File: config.mk
export PLATFORM = sky130hd
export DESIGN_NAME = muldiv_seq_flat
export DESIGN_NICKNAME = d
export VERILOG_FILES = /design/src/rtl/muldiv_seq_if.sv /design/src/rtl/muldiv_seq.sv /design/src/flat_wrapper.sv
export SDC_FILE = /design/constraint.sdc
export NUM_CORES = 2
export LEC_CHECK = 0
export BUFFER_PORTS_ARGS = -buffer_cell sky130_fd_sc_hd__buf_2
export CORE_ASPECT_RATIO = 0.9
export CORE_MARGIN = 2
export CORE_UTILIZATION = 35
export DETAILED_ROUTE_END_ITERATION = 12
export PLACE_DENSITY = 0.59
export SLEW_MARGIN = 10
export SYNTH_ARGS = -nofsm -noshare
export SYNTH_HDL_FRONTEND = slang
export SYNTH_SLANG_ARGS = --single-unit
File: constraint.sdc
create_clock -name clk -period 8.95 [get_ports clk]
set_clock_uncertainty 0.05 [all_clocks]
set_input_delay 0.895 -clock clk [delete_from_list [all_inputs] [get_ports clk]]
set_output_delay 0.895 -clock clk [all_outputs]
set_load 0.1 [all_outputs]
File: src/rtl/muldiv_seq_if.sv
// muldiv_seq_if: execute-stage handshake and operand/result bus for the sequential mul/div unit.
interface muldiv_seq_if #(parameter int XLEN = 64);
    logic            start;
    logic [2:0]      op;
    logic            word;
    logic [XLEN-1:0] a;
    logic [XLEN-1:0] b;
    logic            flush;
    logic            e_wait;
    logic            done;
    logic [XLEN-1:0] result;
    modport master(output start, op, word, a, b, flush, input e_wait, done, result);
    modport slave(input start, op, word, a, b, flush, output e_wait, done, result);
endinterface

File: src/rtl/muldiv_seq.sv
// muldiv_seq: radix-2 sequential multiplier/divider (RV64 M-extension ops, incl. word variants).
module muldiv_seq #(parameter int XLEN = 64) (
    input logic         clk,
    input logic         reset,
    muldiv_seq_if.slave bus
);
    typedef enum logic [1:0] {IDLE, CALC, FIX, DONE} stateT;

    stateT state, nextState;
    logic [2:0] opR;
    logic wordR, negR, remNegR;
    logic [6:0] cnt;
    logic [2*XLEN-1:0] acc;
    logic [XLEN-1:0] mplr, mcand, resReg;

    function automatic logic [XLEN-1:0] sext32(input logic [XLEN-1:0] v);
        return {{(XLEN-32){v[31]}}, v[31:0]};
    endfunction

    logic signA, signB, aNeg, bNeg, divZero, accept;
    logic [XLEN-1:0] aExt, bExt, aMag, bMag, dzVal;
    assign signA = bus.op == 3'd1 || bus.op == 3'd2 || bus.op == 3'd4 || bus.op == 3'd6;
    assign signB = bus.op == 3'd1 || bus.op == 3'd4 || bus.op == 3'd6;
    assign aExt = bus.word ? {{(XLEN-32){signA & bus.a[31]}}, bus.a[31:0]} : bus.a;
    assign bExt = bus.word ? {{(XLEN-32){signB & bus.b[31]}}, bus.b[31:0]} : bus.b;
    assign aNeg = signA & aExt[XLEN-1];
    assign bNeg = signB & bExt[XLEN-1];
    assign aMag = aNeg ? -aExt : aExt;
    assign bMag = bNeg ? -bExt : bExt;
    assign divZero = bus.op[2] && bExt == '0;
    assign dzVal = bus.op[1] ? aExt : '1;
    assign accept = state == IDLE && bus.start && !bus.flush;

    // Word ops preload the first operand in the top half so N=32 steps consume exactly its low bits.
    logic [2*XLEN-1:0] mulSum, prod;
    logic [XLEN:0] divR, divD;
    logic divGe;
    logic [XLEN-1:0] quo, rem, fixVal;
    assign mulSum = {acc[2*XLEN-2:0], 1'b0} + (mplr[XLEN-1] ? {{XLEN{1'b0}}, mcand} : '0);
    assign divR = {acc[XLEN-1:0], mplr[XLEN-1]};
    assign divD = divR - {1'b0, mcand};
    assign divGe = divR >= {1'b0, mcand};
    assign prod = negR ? -acc : acc;
    assign quo = negR ? -mplr : mplr;
    assign rem = remNegR ? -acc[XLEN-1:0] : acc[XLEN-1:0];
    assign fixVal = opR[2] ? (opR[1] ? rem : quo) : (opR == 3'd0 ? prod[XLEN-1:0] : prod[2*XLEN-1:XLEN]);

    always_ff @(posedge clk or negedge reset) begin
        if (!reset) state <= IDLE;
        else state <= nextState;
    end

    always_comb begin
        nextState = state;
        case (state)
            IDLE: nextState = accept ? (divZero ? DONE : CALC) : IDLE;
            CALC: nextState = cnt == 7'd1 ? FIX : CALC;
            FIX:  nextState = DONE;
            DONE: nextState = IDLE;
        endcase
        if (bus.flush) nextState = IDLE;
    end

    assign bus.e_wait = reset && (accept || state == CALC || state == FIX);
    assign bus.done = state == DONE;
    assign bus.result = resReg;

    always_ff @(posedge clk or negedge reset) begin
        if (!reset) begin
            opR <= '0;
            wordR <= 1'b0;
            negR <= 1'b0;
            remNegR <= 1'b0;
            cnt <= '0;
            acc <= '0;
            mplr <= '0;
            mcand <= '0;
            resReg <= '0;
        end else if (accept) begin
            opR <= bus.op;
            wordR <= bus.word;
            negR <= aNeg ^ bNeg;
            remNegR <= aNeg;
            cnt <= bus.word ? 7'd32 : 7'd64;
            acc <= '0;
            mplr <= bus.word ? aMag << 32 : aMag;
            mcand <= bMag;
            if (divZero) resReg <= bus.word ? sext32(dzVal) : dzVal;
        end else if (state == CALC) begin
            cnt <= cnt - 7'd1;
            acc <= opR[2] ? {{(XLEN-1){1'b0}}, divGe ? divD : divR} : mulSum;
            mplr <= opR[2] ? {mplr[XLEN-2:0], divGe} : mplr << 1;
        end else if (state == FIX) begin
            resReg <= wordR ? sext32(fixVal) : fixVal;
        end
    end
endmodule

File: src/flat_wrapper.sv
// flat-port wrapper written by rule: the top's interface ports become plain ports
module muldiv_seq_flat 
#(parameter int XLEN = 64)
  (clk, reset, bus_start, bus_op, bus_word, bus_a, bus_b, bus_flush, bus_e_wait, bus_done, bus_result);
  muldiv_seq_if #(.XLEN(XLEN)) bus_i ();
  input logic clk;
  input logic reset;
  input wire logic [$bits(bus_i.start)-1:0] bus_start;
  input wire logic [$bits(bus_i.op)-1:0] bus_op;
  input wire logic [$bits(bus_i.word)-1:0] bus_word;
  input wire logic [$bits(bus_i.a)-1:0] bus_a;
  input wire logic [$bits(bus_i.b)-1:0] bus_b;
  input wire logic [$bits(bus_i.flush)-1:0] bus_flush;
  output wire logic [$bits(bus_i.e_wait)-1:0] bus_e_wait;
  output wire logic [$bits(bus_i.done)-1:0] bus_done;
  output wire logic [$bits(bus_i.result)-1:0] bus_result;
  assign bus_i.start = bus_start;
  assign bus_i.op = bus_op;
  assign bus_i.word = bus_word;
  assign bus_i.a = bus_a;
  assign bus_i.b = bus_b;
  assign bus_i.flush = bus_flush;
  assign bus_e_wait = bus_i.e_wait;
  assign bus_done = bus_i.done;
  assign bus_result = bus_i.result;
  muldiv_seq #(.XLEN(XLEN)) u_core (.clk(clk), .reset(reset), .bus(bus_i));
endmodule
* Word level (Yosys, flattened, before mapping)
Index checks and enable logic that the tools add are counted.
** Operators by class
- Magnitude comparators :: 1
- Equal/unequal tests :: 10
- Reduce and logical (&&, ||, !) cells :: 18
- Bitwise operators :: 5
- $add $sub $neg :: 8
- Muxes and demuxes :: 34
** Operators by type and width (count)
- $mux 64 :: 20
- $mux 128 :: 4
- $neg 64->64 :: 4
- $add 128x128->128 :: 1
- $neg 128->128 :: 1
- $ge 65x64->1 :: 1
- $mux 65 :: 1
- $sub 65x64->65 :: 1
- $logic_not 64->1 :: 1
- $mux 7 :: 3
- $mux 2 :: 4
- $pmux 2 s4 :: 1
- $eq 7x1->1 const B :: 1
- $logic_or 1x1->1 :: 7
- $sub 7x1->7 const B :: 1
- $eq 3x3->1 const B :: 2
- $and 1x1->1 :: 4
- $eq 2x2->1 const B :: 2
- $logic_and 1x1->1 :: 4
- $ne 2x1->1 const B :: 2
- $reduce_bool 2->1 :: 2
- $eq 3x1->1 const B :: 1
- $eq 3x2->1 const B :: 1
- $logic_not 3->1 :: 1
- 6 further kinds :: 6
** Word-level totals
- Bits in registers :: 335
- Input bits :: 136
- Word-level logic and storage cells :: 86

* Longest topological paths before layout
- Word-level depth :: 11
- Gate-level depth with buffers :: 19
- Depth with buffers taken out :: 15

* Worst setup path after synthesis
OpenSTA, ideal clock, no wires.
- Kind :: flip-flop to flip-flop
- Start :: register u_core.mplr[63]
- End :: register u_core.acc[121]
- Period minus slack after synthesis :: 4.342 ns
- Data arrival time :: 4.153 ns
- Setup slack :: 4.608 ns
- Cell stages (with the launch flop) :: 19
- Path buffers :: 4
- Cell sequence :: dfrtp_1 -> inv_1 -> clkbuf_1 -> clkbuf_1 -> nor2_1 -> ha_1 -> a211oi_1 -> nor2_1 -> o2111ai_1 -> a2111oi_0 -> o21ai_0 -> a211oi_1 -> o311ai_1 -> or2_2 -> clkbuf_1 -> buf_2 -> nor4_1 -> xnor2_1 -> o22ai_1
** Between the ends
- Cells in the longest elaborated chain, start to end :: 5
** RTL lines
- start: declaration :: line muldiv_seq.sv:14 : logic [XLEN-1:0] mplr, mcand, resReg;
- start signal: assignment :: line muldiv_seq.sv:86 : mplr <= bus.word ? aMag << 32 : aMag;
- start signal: assignment :: line muldiv_seq.sv:92 : mplr <= opR[2] ? {mplr[XLEN-2:0], divGe} : mplr << 1;
- $mux 64 :: line muldiv_seq.sv:39 : assign mulSum = {acc[2*XLEN-2:0], 1'b0} + (mplr[XLEN-1] ? {{XLEN{1'b0}}, mcand} : '0);
- $add 128x128->128 :: line muldiv_seq.sv:39
- $mux 128 :: line muldiv_seq.sv:91 : acc <= opR[2] ? {{(XLEN-1){1'b0}}, divGe ? divD : divR} : mulSum;
- $mux 128 :: line muldiv_seq.sv:89 : end else if (state == CALC) begin
- $mux 128 :: line muldiv_seq.sv:79 : end else if (accept) begin
- end signal: assignment :: line muldiv_seq.sv:91
- end: declaration :: line muldiv_seq.sv:13 : logic [2*XLEN-1:0] acc;
No other way between the ends. The select of a mux whose other input is x is not followed.
A chain may end at the register's enable or synchronous reset.

* Worst setup path in the final report
- Start :: register u_core.mplr[63]
- End :: register u_core.acc[114]
The elaborated chain is that of the path after synthesis.

==> results.txt <==
----------------------------------------------------
[Global route]
  Vias in the first global route ... between 30000 and 40000
  Wire length of the first global-routing pass ... 220000 um
  Maximum number of pins on one net before global-route repair ... 155
  Aggregate global-route resource usage ... between 20% and 30%
  Initial antenna violation count ... 8
  Congestion Overflow GR ... 0

[STA]
  Unrepaired setup endpoints after global routing ... false
  Period Utilization, post-route ... a little under two thirds
  Number of slew-limit violations in the final report ... 0
  Max_slew headroom ... slightly below 20%
  Final Hold Fails ... 0
  Setup Viol. Count Final ... 0
  Maximum achievable frequency ... 0.176 GHz
  Final total negative setup slack ... 0 ns
  Post-route minimum period ... roughly 5.7 ns
  Actual slew at the worst max-slew pin ... between 1 and 1.5 ns

[CTS]
  Postcts setup bufs ... 0
  CTS hold repair buffers ... 0
  CTS clock-pin slew for the worst setup and hold paths ... around 0.060 ns
  Clk_lat worst skew ... 0.62 ns
  CTS tree ... yes
  Total number of H-tree levels ... 2
  Clock sink count ... about 340
  Clock Path Buffers ... 3
  Number of buffers created by CTS ... between 40 and 50
  Number of gates resized after CTS ... 0
  CTS Root Buffer Type ... sky130_fd_sc_hd__clkbuf_16

[Min path]
  Worst min-delay path category ... input pin to async pin

[Floorplanning]
  Die area ... 100000 sq um
  Vert. Die Dim ... roughly 300 um
  Die W ... about 330 um
  Core area ... 96600 sq um
  I/O Pins ... ~200
  Initial standard-cell utilization of the core ... 35.4%
  FP Rows ... 108

[Placement]
  Placer's final routability congestion estimate ... approximately 1.0
  Detailed Place HPWL ... 114000 um
  I/O Buffers ... ~200

[Detailed routing]
  Number of detailed-route iterations in the first pass ... 9
  Met3 wirelength from detailed routing ... ~15000 um
  Violation count after the first detailed-routing iteration ... 4920
  Routed wire per std cell ... 25.2 um
  DRC errors left ... 0
  Residual antenna-violating net count after detailed routing ... 0
  Post-detailed-route via-to-cell ratio ... about 6.2
  Routed met1 length ... roughly 64000 um
  Highest routed layer ... met5
  Drt total wl ... ~150000 um
  Via Count ... roughly 36000
  Wire length on met2 ... 63700 um

[Status]
  Run status ... finished clean

[Power]
  Peak VDD IR ... around 430 uV
  Overall power ... around 0.013 W
  Leakage power of the design ... 15.6 nW
  Power density relative to cell area ... approximately 360 nW/um^2

[Setup path]
  Data arrival time of the critical path ... about 6.1 ns
  Crit path required time ... between 9 and 10 ns
  Kind of critical path ... flop to flop
  Kind of start point of the critical path ... flop
  Worst Setup End Kind ... flop
  Largest fanout of any net on the critical path ... 64

[Job]
  Number of max-cap violations ... 0

[Synthesis]
  Netlist area before placement ... roughly 34000 sq um
  Part of the Yosys area used for sequential elements ... 24.5%
  Per-instance average area after synthesis ... approximately 7.3 sq um
  Count of unique library cells instantiated by Yosys ... 88
  Post-synth EDFFs ... 0
  Flip-flop and latch count after synthesis ... 335
  Fraction of registers with async set/reset ... between 90% and 100%
  Number of warnings printed during yosys synthesis ... 0
  Post-synthesis cell count ... approximately 4700
  Number of nets in the synthesized netlist ... around 4900
  Prevailing post-synth register cell ... sky130_fd_sc_hd__dfrtp_1

[Layout]
  Final nets ... around 5000
  Fraction of final layout cells with drive strength greater than 1 ... ~9.2%
  Most common library cell in the layout ignoring fill and taps ... sky130_fd_sc_hd__nand2_1
  Top library cells by usage in the layout, fill and taps aside ... sky130_fd_sc_hd__nand2_1 (579), sky130_fd_sc_hd__o21ai_0 (521), sky130_fd_sc_hd__nor2_1 (368), sky130_fd_sc_hd__a21oi_1 (351), sky130_fd_sc_hd__dfrtp_1 (331)
  Layout area overhead ... 9.72%

----------------------------------------------------
-- critical path: stages, from the launching register on --
cell and delay, ns:
sky130_fd_sc_hd__dfrtp_1 0.45, sky130_fd_sc_hd__inv_2 0.08, sky130_fd_sc_hd__buf_4 0.57, sky130_fd_sc_hd__nor2_1 0.12, sky130_fd_sc_hd__ha_1 0.46, sky130_fd_sc_hd__nand2_1 0.15
sky130_fd_sc_hd__o21ai_0 0.35, sky130_fd_sc_hd__o21ai_0 0.14, sky130_fd_sc_hd__o21ai_0 0.31, sky130_fd_sc_hd__a31o_2 0.29, sky130_fd_sc_hd__o21ai_0 0.23, sky130_fd_sc_hd__a211oi_1 0.87
sky130_fd_sc_hd__o2111ai_1 0.69, sky130_fd_sc_hd__nor4_1 0.43, sky130_fd_sc_hd__xor2_1 0.11, sky130_fd_sc_hd__a22o_1 0.20
-- report_power, final --
| part | switching [W] | leakage [nW] | total [W] | internal [W] |
|---|---|---|---|---|
| clock network | 0.000786 | 0.792 | 0.00202 | 0.00123 |
| registers | 0.000880 | 4.29 | 0.00288 | 0.00200 |
| logic | 0.00572 | 10.6 | 0.00845 | 0.00273 |
| total | 0.00738 | 15.6 | 0.0133 | 0.00596 |
-- metal layers --
metal	up-vias	global-route usage [%]
met5	-	0
met4	10	10.5
met3	278	5.97
met2	1829	43.1
met1	17662	40.3
li1	16701	-
-- metrics by stage --
step	instance area [sq um]	hold slack, ns	cells	utilization (%)	setup slack, ns
floorplan	34200	0.399	4668	-	4.61
global placement	35900	0.412	5827	37.2	3.54
detailed placement	35900	0.419	5827	37.2	3.48
CTS	37500	0.210	5908	38.8	3.43
global route	37500	0.233	5908	38.8	2.93
finish	37500	0.212	5910	38.9	3.28
-- cell usage after synthesis, drive strengths merged, types with 54 or more instances --
cell type	n	area (sq um)
a21o	88	661
a21oi	352	1760
a31oi	57	357
clkbuf	316	1190
dfrtp	335	8380
ha	134	1680
inv	128	480
mux2i	80	801
nand2	580	2180
nand3	101	505
nand4	63	394
nor2	375	1420
nor3	115	587
nor4	66	462
o21ai	532	2670
o22ai	58	363
o31ai	79	598
or3	54	343
xnor2	268	2350
xor2	240	2100
-- final timing paths --
path | start | to | slack (ns) | cells past startpoint
min | reset | u_core.mcand[7] | 0.21 | 1
max in group asynchronous | reset | u_core.mplr[52] | 6.47 | 3
max reg2reg | u_core.mplr[63] | u_core.acc[114] | 3.28 | 15
min reg2reg | u_core.mcand[44] | u_core.mcand[44] | 0.42 | 2
max | u_core.mplr[63] | u_core.acc[114] | 3.28 | 15
min in group clk | u_core.mcand[44] | u_core.mcand[44] | 0.42 | 2
-- cell families after synthesis --
logic type / after synthesis / synth area share, %
AOI/OAI and AO/OA: 1530 / 27.6
xor gates and xnor gates: 508 / 13.0
adders and majority gates: 136 / 5.02
buffers and inverters: 496 / 5.58
DFF: 335 / 24.5
muxes: 86 / 2.54
and+or+nand+nor: 1577 / 21.7
-- sequential cells by signal, summed over array words and instances, names as in the netlist --
register	flops
u_core.acc	128
u_core.bus.result	64
u_core.mcand	64
u_core.mplr	64
u_core.cnt	7
u_core.opR	3
u_core.state	2
u_core.negR	1
u_core.remNegR	1
u_core.wordR	1
-- area by class of cell --
type	instances	area [sq um]
antenna	2	5.00
inverter	129	484
tap	1265	1580
timing repair buffer	261	1480
clock inverter	18	283
clock buffer	63	1330
fill	10177	59100
sequential	335	8390
multi-input combinational	3837	24000
Power figures use the tool's default switching activity.
